### config.mk
export PLATFORM = sky130hd
export DESIGN_NAME = car_link_responder
export DESIGN_NICKNAME = d
export VERILOG_FILES = /design/src/rtl/car_link_responder.sv
export SDC_FILE = /design/constraint.sdc
export NUM_CORES = 1
export LEC_CHECK = 0
export BUFFER_PORTS_ARGS = -buffer_cell sky130_fd_sc_hd__buf_2
export CORE_MARGIN = 5
export CORE_UTILIZATION = 60
export DETAILED_ROUTE_END_ITERATION = 6
export PLACE_DENSITY = 0.75
export SETUP_SLACK_MARGIN = 0.05
export SLEW_MARGIN = 20
export SYNTH_ARGS = -nofsm -noshare
export SYNTH_HDL_FRONTEND = slang
export SYNTH_SLANG_ARGS = --single-unit
### constraint.sdc
create_clock -name sys_clk -period 2.7 [get_ports sys_clk]
set_input_delay 0.54 -clock sys_clk [delete_from_list [all_inputs] [get_ports sys_clk]]
set_output_delay 0.54 -clock sys_clk [all_outputs]
set_load 0.03 [all_outputs]
### src/rtl/car_link_responder.sv
// Car-side UART link endpoint: decodes validated 8N1 command bytes into motion/barrier
// outputs and periodically returns a status byte carrying the obstacle detector bits.
module car_link_responder #(
  parameter int CLKS_PER_BIT = 10417,
  parameter int TX_PERIOD    = 1_000_000,
  parameter int WDOG_CYCLES  = 50_000_000
) (
  input  logic       sys_clk,
  input  logic       rst,
  input  logic       rx,
  input  logic [3:0] det_in,
  output logic       tx,
  output logic       cmd_fwd,
  output logic       cmd_back,
  output logic       cmd_left,
  output logic       cmd_right,
  output logic       cmd_place,
  output logic       cmd_destroy,
  output logic       cmd_valid,
  output logic       frame_err,
  output logic       link_alive
);

  localparam int BW = $clog2(CLKS_PER_BIT);
  localparam int PW = $clog2(TX_PERIOD);
  localparam int WW = $clog2(WDOG_CYCLES);

  localparam logic [BW-1:0] BIT_LAST  = BW'(CLKS_PER_BIT - 1);
  localparam logic [BW-1:0] BIT_HALF  = BW'(CLKS_PER_BIT / 2);
  localparam logic [PW-1:0] PER_LAST  = PW'(TX_PERIOD - 1);
  localparam logic [WW-1:0] WDOG_LAST = WW'(WDOG_CYCLES - 1);

  typedef enum logic [2:0] {RX_IDLE, RX_START, RX_DATA, RX_STOP, RX_WAIT} rx_state_t;
  typedef enum logic [1:0] {TX_IDLE, TX_START, TX_DATA, TX_STOP} tx_state_t;

  // ---------------- receive path ----------------
  logic [1:0]    rx_sync;
  logic          rx_s;
  rx_state_t     rx_state, rx_next;
  logic [BW-1:0] rx_cnt;
  logic [2:0]    rx_idx;
  logic [7:0]    rx_sh;
  logic          byte_done, stop_err, accept, reject;

  // Synchronizer powers up at the idle level so leaving reset never looks like a start bit.
  // NOTE: clocked state uses non-blocking (<=) so every flop samples pre-edge values.
  always_ff @(posedge sys_clk or negedge rst) begin
    if (!rst) rx_sync <= 2'b11;
    else      rx_sync <= {rx_sync[0], rx};
  end

  assign rx_s = rx_sync[1];

  // NOTE: every always_comb output gets a default first so no path can infer a latch.
  always_comb begin
    rx_next   = rx_state;
    byte_done = 1'b0;
    stop_err  = 1'b0;
    case (rx_state)
      RX_IDLE:  if (!rx_s) rx_next = RX_START;
      RX_START: if (rx_cnt == BIT_HALF) rx_next = rx_s ? RX_IDLE : RX_DATA;
      RX_DATA:  if (rx_cnt == BIT_LAST && rx_idx == 3'd7) rx_next = RX_STOP;
      RX_STOP: begin
        if (rx_cnt == BIT_LAST) begin
          if (rx_s) begin
            rx_next   = RX_IDLE;
            byte_done = 1'b1;
          end else begin
            rx_next  = RX_WAIT;
            stop_err = 1'b1;
          end
        end
      end
      RX_WAIT:  if (rx_s) rx_next = RX_IDLE;
      default:  rx_next = RX_IDLE;
    endcase
  end

  always_ff @(posedge sys_clk or negedge rst) begin
    if (!rst) begin
      rx_state <= RX_IDLE;
      rx_cnt   <= '0;
      rx_idx   <= '0;
      rx_sh    <= '0;
    end else begin
      rx_state <= rx_next;
      // Counter restarts on every state change and every bit boundary, so data samples
      // fall a whole bit apart starting from the middle of the start bit.
      if (rx_next != rx_state || rx_state == RX_IDLE || rx_state == RX_WAIT ||
          rx_cnt == BIT_LAST)
        rx_cnt <= '0;
      else
        rx_cnt <= rx_cnt + 1'b1;
      if (rx_state == RX_START) begin
        rx_idx <= '0;
      end else if (rx_state == RX_DATA && rx_cnt == BIT_LAST) begin
        rx_sh  <= {rx_s, rx_sh[7:1]};
        rx_idx <= rx_idx + 1'b1;
      end
    end
  end

  assign accept = byte_done && rx_sh[7:6] == 2'b10 && !(rx_sh[0] && rx_sh[1]);
  assign reject = (byte_done && !accept) || stop_err;

  // ---------------- command outputs and watchdog ----------------
  logic [5:0]    cmd;
  logic [WW-1:0] wdog;

  assign {cmd_destroy, cmd_place, cmd_right, cmd_left, cmd_back, cmd_fwd} = cmd;

  always_ff @(posedge sys_clk or negedge rst) begin
    if (!rst) begin
      cmd        <= '0;
      cmd_valid  <= 1'b0;
      frame_err  <= 1'b0;
      link_alive <= 1'b0;
      wdog       <= '0;
    end else begin
      cmd_valid <= accept;
      frame_err <= reject;
      if (accept) begin
        cmd        <= rx_sh[5:0];
        link_alive <= 1'b1;
        wdog       <= '0;
      end else if (link_alive) begin
        if (wdog == WDOG_LAST) begin
          cmd        <= '0;
          link_alive <= 1'b0;
          wdog       <= '0;
        end else begin
          wdog <= wdog + 1'b1;
        end
      end
    end
  end

  // ---------------- transmit path ----------------
  logic [PW-1:0] per_cnt;
  logic          terminal, pending, launch, tx_bit;
  logic [7:0]    status, tx_sh;
  tx_state_t     tx_state, tx_next;
  logic [BW-1:0] tx_cnt;
  logic [2:0]    tx_idx;

  assign terminal = (per_cnt == PER_LAST);
  assign launch   = (tx_state == TX_IDLE) && pending;

  always_comb begin
    tx_next = tx_state;
    tx_bit  = 1'b1;
    case (tx_state)
      TX_IDLE:  if (pending) tx_next = TX_START;
      TX_START: begin
        tx_bit = 1'b0;
        if (tx_cnt == BIT_LAST) tx_next = TX_DATA;
      end
      TX_DATA: begin
        tx_bit = tx_sh[0];
        if (tx_cnt == BIT_LAST && tx_idx == 3'd7) tx_next = TX_STOP;
      end
      TX_STOP:  if (tx_cnt == BIT_LAST) tx_next = TX_IDLE;
      default:  tx_next = TX_IDLE;
    endcase
  end

  // The frame shifts out of its own copy, so later status updates never touch it.
  always_ff @(posedge sys_clk or negedge rst) begin
    if (!rst) begin
      per_cnt  <= '0;
      status   <= '0;
      pending  <= 1'b0;
      tx_state <= TX_IDLE;
      tx_cnt   <= '0;
      tx_idx   <= '0;
      tx_sh    <= '0;
      tx       <= 1'b1;
    end else begin
      per_cnt <= terminal ? '0 : per_cnt + 1'b1;
      if (terminal) begin
        status  <= {4'b0000, det_in};
        pending <= 1'b1;
      end else if (launch) begin
        pending <= 1'b0;
      end
      tx_state <= tx_next;
      tx       <= tx_bit;
      if (tx_state == TX_IDLE || tx_cnt == BIT_LAST) tx_cnt <= '0;
      else                                           tx_cnt <= tx_cnt + 1'b1;
      if (launch) begin
        tx_sh  <= status;
        tx_idx <= '0;
      end else if (tx_state == TX_DATA && tx_cnt == BIT_LAST) begin
        tx_sh  <= {1'b0, tx_sh[7:1]};
        tx_idx <= tx_idx + 1'b1;
      end
    end
  end

endmodule
==> flow_summary.toml, run 1 <==
[pwr]
ir_worst_vdd_mv = 0.482
power_mw = 3.88
power_leakage_nw = 2.88
p_per_area_nw_per_um2 = 612

[grt]
grt_max_degree = 61
grt_use_met2_pct = 35.5
antenna_found_initial = 0
grt_pass1_vias = 4141
met1_usage_pct = 27.2
grt.overflow.total = 0
met3_usage_pct = 4.07
busiest_layer = "met2"
grt_pass1_wl_um = 19200
track_usage_pct = 21.0

[synthesis]
yosysMostFrequentCell = "dfrtp_1"
synth_nets = 569
ys_warn_count = 0
ys_seq_elements = 114
synth_commonest_cells = "dfrtp_1, nor2_1, nand2_1, nand3_1, a21oi_1"
ys.flop_type = "dfrtp_1"
synth_edf_count = 0
yosys.area.top_type_share_pct = 50.1
synth_cells = 547
synthTopCellsByArea = "dfrtp_1, nor2_1, xnor2_1, nand2_1, ha_1"
synthArstFlopShare_pct = 100
syn_area_per_cell_um2 = 10.1
ys_seq_area_share_pct = 51.6
yosysTopAreaCell = "dfrtp_1"
syn_area_um2 = 5540
ys_types = 52

[floorplanning]
die-area_um2 = 11300
start_util_pct = 60.8
ioPinCount = 17
die_width_um = 106
design.core.area_um2 = 9110
die_y_um = 106
rows = 35

[cts]
cts_buffers = 17
holdBufCountCts = 0
cts_max_path_buffers = 2
tritoncts = "built"
ctsResizeCount = 0
numClockSinks = 114
post-cts-setup-buffer-count = 0
htree_levels = 4
clk_pin_slew_worst_paths_ns = 0.06
insertion_delay_ns = 0.51
cts-root-buf = "clkbuf_8"

[detailed_routing]
first_pass_iters = 5
drt_iter0_markers = 209
post-route-drc-count = 0
drt_wl_total_um = 10900
wl_per_cell_um = 15.5
routed_via_density = 5.90
ant_nets = 0
vias = 4121

[timing]
relSlewSlack_pct = 47.9
setup_viol = 0
hold_viol_final = 0
fmax_mhz = 448
worst_pin_slew_ns = 0.782
fin_tns_setup_ns = 0
final.period_utilization_pct = 82.7
fin_crit_ns = 2.23
rsz0062_at_grt = "no"
fin_skew_ns = 0.0103
drv_slew = 0

[critical_path]
worst_ep_arrival_time_ns = 2.61
reg2regPathDepth = 8
crit_path_end_kind = "flop"
crit_start = "rx_cnt[0]$_DFF_PN0_"
path_class = "reg -> reg"
required_ns = 3.08
reg2reg_from = "rx_cnt[0]$_DFF_PN0_"
crit_fanout = 14
startpoint_type = "flop"

[placed_design]
dp_hpwl_um = 7260
place.gp.congestion = 0.872
io_buffers = 16

[finish]
area_delta_synth_final_pct = 14.6
drive_gt1_share_pct = 13.3
n_antenna_cell = 0
finish.net_count = 598

[run_status]
outcome = "finished clean"

[run]
maxCapViolations = 0

[worst_hold_path]
hold_path.class = "in -> async"
-- logic make-up after synthesis --
group | share of synthesized area, %
adders and majority gates | 3.39
xor gates and xnor gates | 7.59
AOI/OAI and AO/OA | 7.88
DFF | 51.6
and+or+nand+nor | 24.3
buffers and inverters | 2.10
muxes | 3.12
-- critical path, cell delays in order, from the launching register on --
cell,delay [ns]
dfrtp_1,0.41
inv_1,0.08
ha_1,0.15
nor4b_4,0.23
nand4_1,0.12
or4_4,0.44
a21oi_1,0.15
or3_1,0.42
nor2_1,0.11
-- final timing paths --
path | endpoint | slack (ns)
max in group asynchronous | tx$_DFF_PN1_ | 1.95
worst min register to register | rx_sync[1]$_DFF_PN1_ | 0.35
min in group sys_clk | rx_sync[0]$_DFF_PN1_ | 0.13
worst min-delay path | wdog[13]$_DFFE_PN0P_ | 0.09
worst max-delay path | rx_cnt[10]$_DFF_PN0_ | 0.47
worst max register to register | rx_cnt[10]$_DFF_PN0_ | 0.47
-- placed cells by master, fill, tap and decap left out, types with 4 or more instances in the layout --
cell type  netlist  final
mux2i_1          6      6
a22o_1          11     11
nor3_1          13     13
ha_1            15     15
nand2b_1         4      4
and4_1           5      5
clkinv_2         0      4
buf_2            6     15
xnor2_1         27     27
or2_2            4      4
buf_4            0      7
inv_1           12     12
nor4_1           9      9
nor2_1          73     73
nand3_1         29     29
o21ai_0         18     18
mux2_2          10     10
clkbuf_16        0     16
nand2_1         54     54
nand4_1         14     14
nand4b_1         4      4
a21oi_1         28     28
and3_1          17     17
xor2_1          21     21
or3_1            6      6
dfrtp_1        111    111
clkbuf_8         0      4
-- layer usage --
| metal | vias to the layer above | wire, µm |
|---|---|---|
| li1 | 1991 | - |
| met1 | 2049 | 4910 |
| met2 | 60 | 5480 |
| met3 | 21 | 297 |
| met4 | 0 | 168 |
| met5 | - | 0 |
-- sequential cells by signal, summed over array words and instances (netlist names), 4 cells and up --
signal   flops
status       4
tx_sh        4
cmd          6
per_cnt     20
rx_sh        8
wdog        26
tx_cnt      14
rx_cnt      14
-- power by group --
group	total (mW)	switching, mW	internal, mW
Clock	2.12	0.747	1.38
Combinational	0.0439	0.0337	0.0102
Sequential	1.71	0.00160	1.71
Total	3.88	0.782	3.10
-- cell type report --
cell class	instances	area, µm²
Clock buffer	22	463
Clock inverter	9	106
Fill cell	687	2760
Inverter	13	48.8
Multi-Input combinational cell	406	2570
Sequential cell	114	2860
Tap cell	111	139
Timing Repair Buffer	24	168
-- through the flow --
stage / util (%) / setup WS [ns] / cells / hold WS, ns / cell area (µm²)
after global placement: 63.4 / 0.574 / 668 / 0.355 / 5780
after global routing: 69.7 / 0.302 / 699 / 0.115 / 6350
after CTS: 69.7 / 0.439 / 699 / 0.115 / 6350
final: 69.7 / 0.467 / 699 / 0.0917 / 6350
after detailed placement: 63.4 / 0.475 / 668 / 0.347 / 5780
after floorplan: - / 0.751 / 547 / 0.244 / 5540
No activity file was read; power rests on OpenSTA's default activity.
==> inputs of run 2 (changes only) <==
==> constraint.sdc (replaced) <==
create_clock -name sys_clk -period 2.2 [get_ports sys_clk]
set_input_delay 0.44 -clock sys_clk [delete_from_list [all_inputs] [get_ports sys_clk]]
set_output_delay 0.44 -clock sys_clk [all_outputs]
set_load 0.03 [all_outputs]
==> flow_summary.toml, run 2 (same netlist as run 1, synthesis figures left out) <==
[cts]
numClockSinks = 114
cts-root-buf = "clkbuf_8"
htree_levels = 4
tritoncts = "built"
cts_max_path_buffers = 2
clk_pin_slew_worst_paths_ns = 0.06
cts_buffers = 17
insertion_delay_ns = 0.50

[worst_hold_path]
hold_path.class = "in -> reg"
hold_depth = 1

[detailed_routing]
wl_per_cell_um = 15.0
first_pass_iters = 4
post-route-drc-count = 0
vias = 4107
drt_iter0_markers = 228
drt_wl_total_um = 10700
ant_nets = 0
routed_via_density = 5.78

[grt]
track_usage_pct = 20.8
grt_pass1_wl_um = 19100
grt.overflow.total = 0
antenna_found_initial = 0
grt_max_degree = 51
grt_pass1_vias = 4108

[critical_path]
cp_slowest_cell = "or4_4"
required_ns = 2.59
max_stage_delay_ns = 0.46
path_class = "reg -> reg"
worst_ep_arrival_time_ns = 2.47
crit_fanout = 7
crit_path_end_kind = "flop"
crit_chain = "inv_1 > ha_1 > nor4b_4 > nand4_1 > or4_4 > a21oi_2 > or3_4 > clkbuf_4 > nor2_1"
reg2regPathDepth = 9
startpoint_type = "flop"

[pwr]
power_leakage_nw = 2.90
p_per_area_nw_per_um2 = 720
power_mw = 4.62
ir_worst_vdd_mv = 0.529

[finish]
most-common-layout-cells = "dfrtp_1, nor2_1, nand2_1, nand3_1"
area_delta_synth_final_pct = 15.8
final_area_um2 = 6410
top_register = "wdog"
mostFrequentLayoutCell = "dfrtp_1"
final_core_util_pct = 70.4
finish.net_count = 609
drive_gt1_share_pct = 15.5
n_antenna_cell = 0
fill_cells = 669
largest_reg_flops = 26
reg_top3 = "wdog x26, per_cnt x20"

[timing]
fin_skew_ns = 0.0109
worst_pin_slew_ns = 0.576
drv_slew = 0
hold_viol_final = 0
setup_viol = 0
setup_ws_ns = 0.117
fmax_mhz = 480
fin_tns_setup_ns = 0
rsz0062_at_grt = "no"
relSlewSlack_pct = 61.4
fin_crit_ns = 2.08
final.period_utilization_pct = 94.7

[placed_design]
place.gp.congestion = 0.875
io_buffers = 16
dp_hpwl_um = 7020
pre_cts_slack_ns = 0.0776
placed_cell_area_um2 = 5820

[floorplanning]
ioPinCount = 17
rows = 35
design.core.area_um2 = 9110
start_util_pct = 60.8
die-area_um2 = 11300
die_width_um = 106
die_y_um = 106

[run_status]
outcome = "finished clean"

[run]
maxCapViolations = 0
==> run 2: changes by cell type in the layout (fill, tap and decap cells not counted), moves of 2 or more <==
cell        change
buf_4           +9
clkinv_4        -3
clkinvlp_4      +4
nor3b_1         -2
nor3b_2         +2
==> run 2: through the flow <==
step | hold WS, ns | instances
after detailed placement | 0.347 | 675
after CTS | 0.0182 | 708
after floorplan | 0.144 | 547
after global routing | 0.00653 | 711
final | 0.0366 | 711
after global placement | 0.348 | 675
==> run 2: power by group <==
| group | total (mW) | switching, mW | leakage, nW | internal (mW) |
|---|---|---|---|---|
| registers | 2.10 | 0.00204 | 1.53 | 2.10 |
| logic | 0.0524 | 0.0410 | 1.11 | 0.0114 |
| clock network | 2.46 | 0.920 | 0.257 | 1.54 |
| total | 4.62 | 0.963 | 2.90 | 3.66 |
==> run 2: final cells by class <==
class,instances,area [µm²],share of cell area [%]
flip-flops and latches,114,2860,44.5
clock buffers,22,453,7.06
repair buffers,35,244,3.80
well taps,111,139,2.17
clock inverters,10,85.1,1.33
inverters,13,48.8,0.761
multi-input cells,406,2590,40.3
==> run 2: what timing repair did <==
item	4_1_cts	5_1_grt
hold endpoints to repair	29	0
resized for setup	0	7
endpoints found under the setup margin	0	25
setup buffers	0	2
hold buffers	1	0
==> run 2: worst max-delay path, delay by kind of cell, from the launching register on <==
family / cells / cell delay, ns
flip-flops: 1 / 0.40
AND/OR/NAND/NOR: 5 / 1.03
AO/OA/AOI/OAI: 1 / 0.16
adder cells (fa/ha/maj): 1 / 0.14
buffers and inverters: 2 / 0.24
==> run 2: final timing paths <==
check	slack [ns]	to	from
worst max register to register	0.12	rx_cnt[10]$_DFF_PN0_	rx_cnt[0]$_DFF_PN0_
worst max-delay path	0.12	rx_cnt[10]$_DFF_PN0_	rx_cnt[0]$_DFF_PN0_
min in group asynchronous	0.43	wdog[16]$_DFFE_PN0P_	rst
worst min register to register	0.35	rx_sync[1]$_DFF_PN1_	rx_sync[0]$_DFF_PN1_
max in group asynchronous	1.10	rx_sync[0]$_DFF_PN1_	rst
worst min-delay path	0.04	rx_sync[0]$_DFF_PN1_	rx
==> run 2: metal layers <==
| layer | vias up | part of all wire [%] | GRT usage (%) | wire, µm |
|---|---|---|---|---|
| met5 | - | 0 | 0 | 0 |
| met2 | 73 | 50 | 34.6 | 5390 |
| met1 | 2006 | 45 | 26.9 | 4830 |
| met4 | 0 | 1.1 | 6.75 | 115 |
| met3 | 10 | 3.3 | 5.10 | 351 |
| li1 | 2018 | - | - | - |
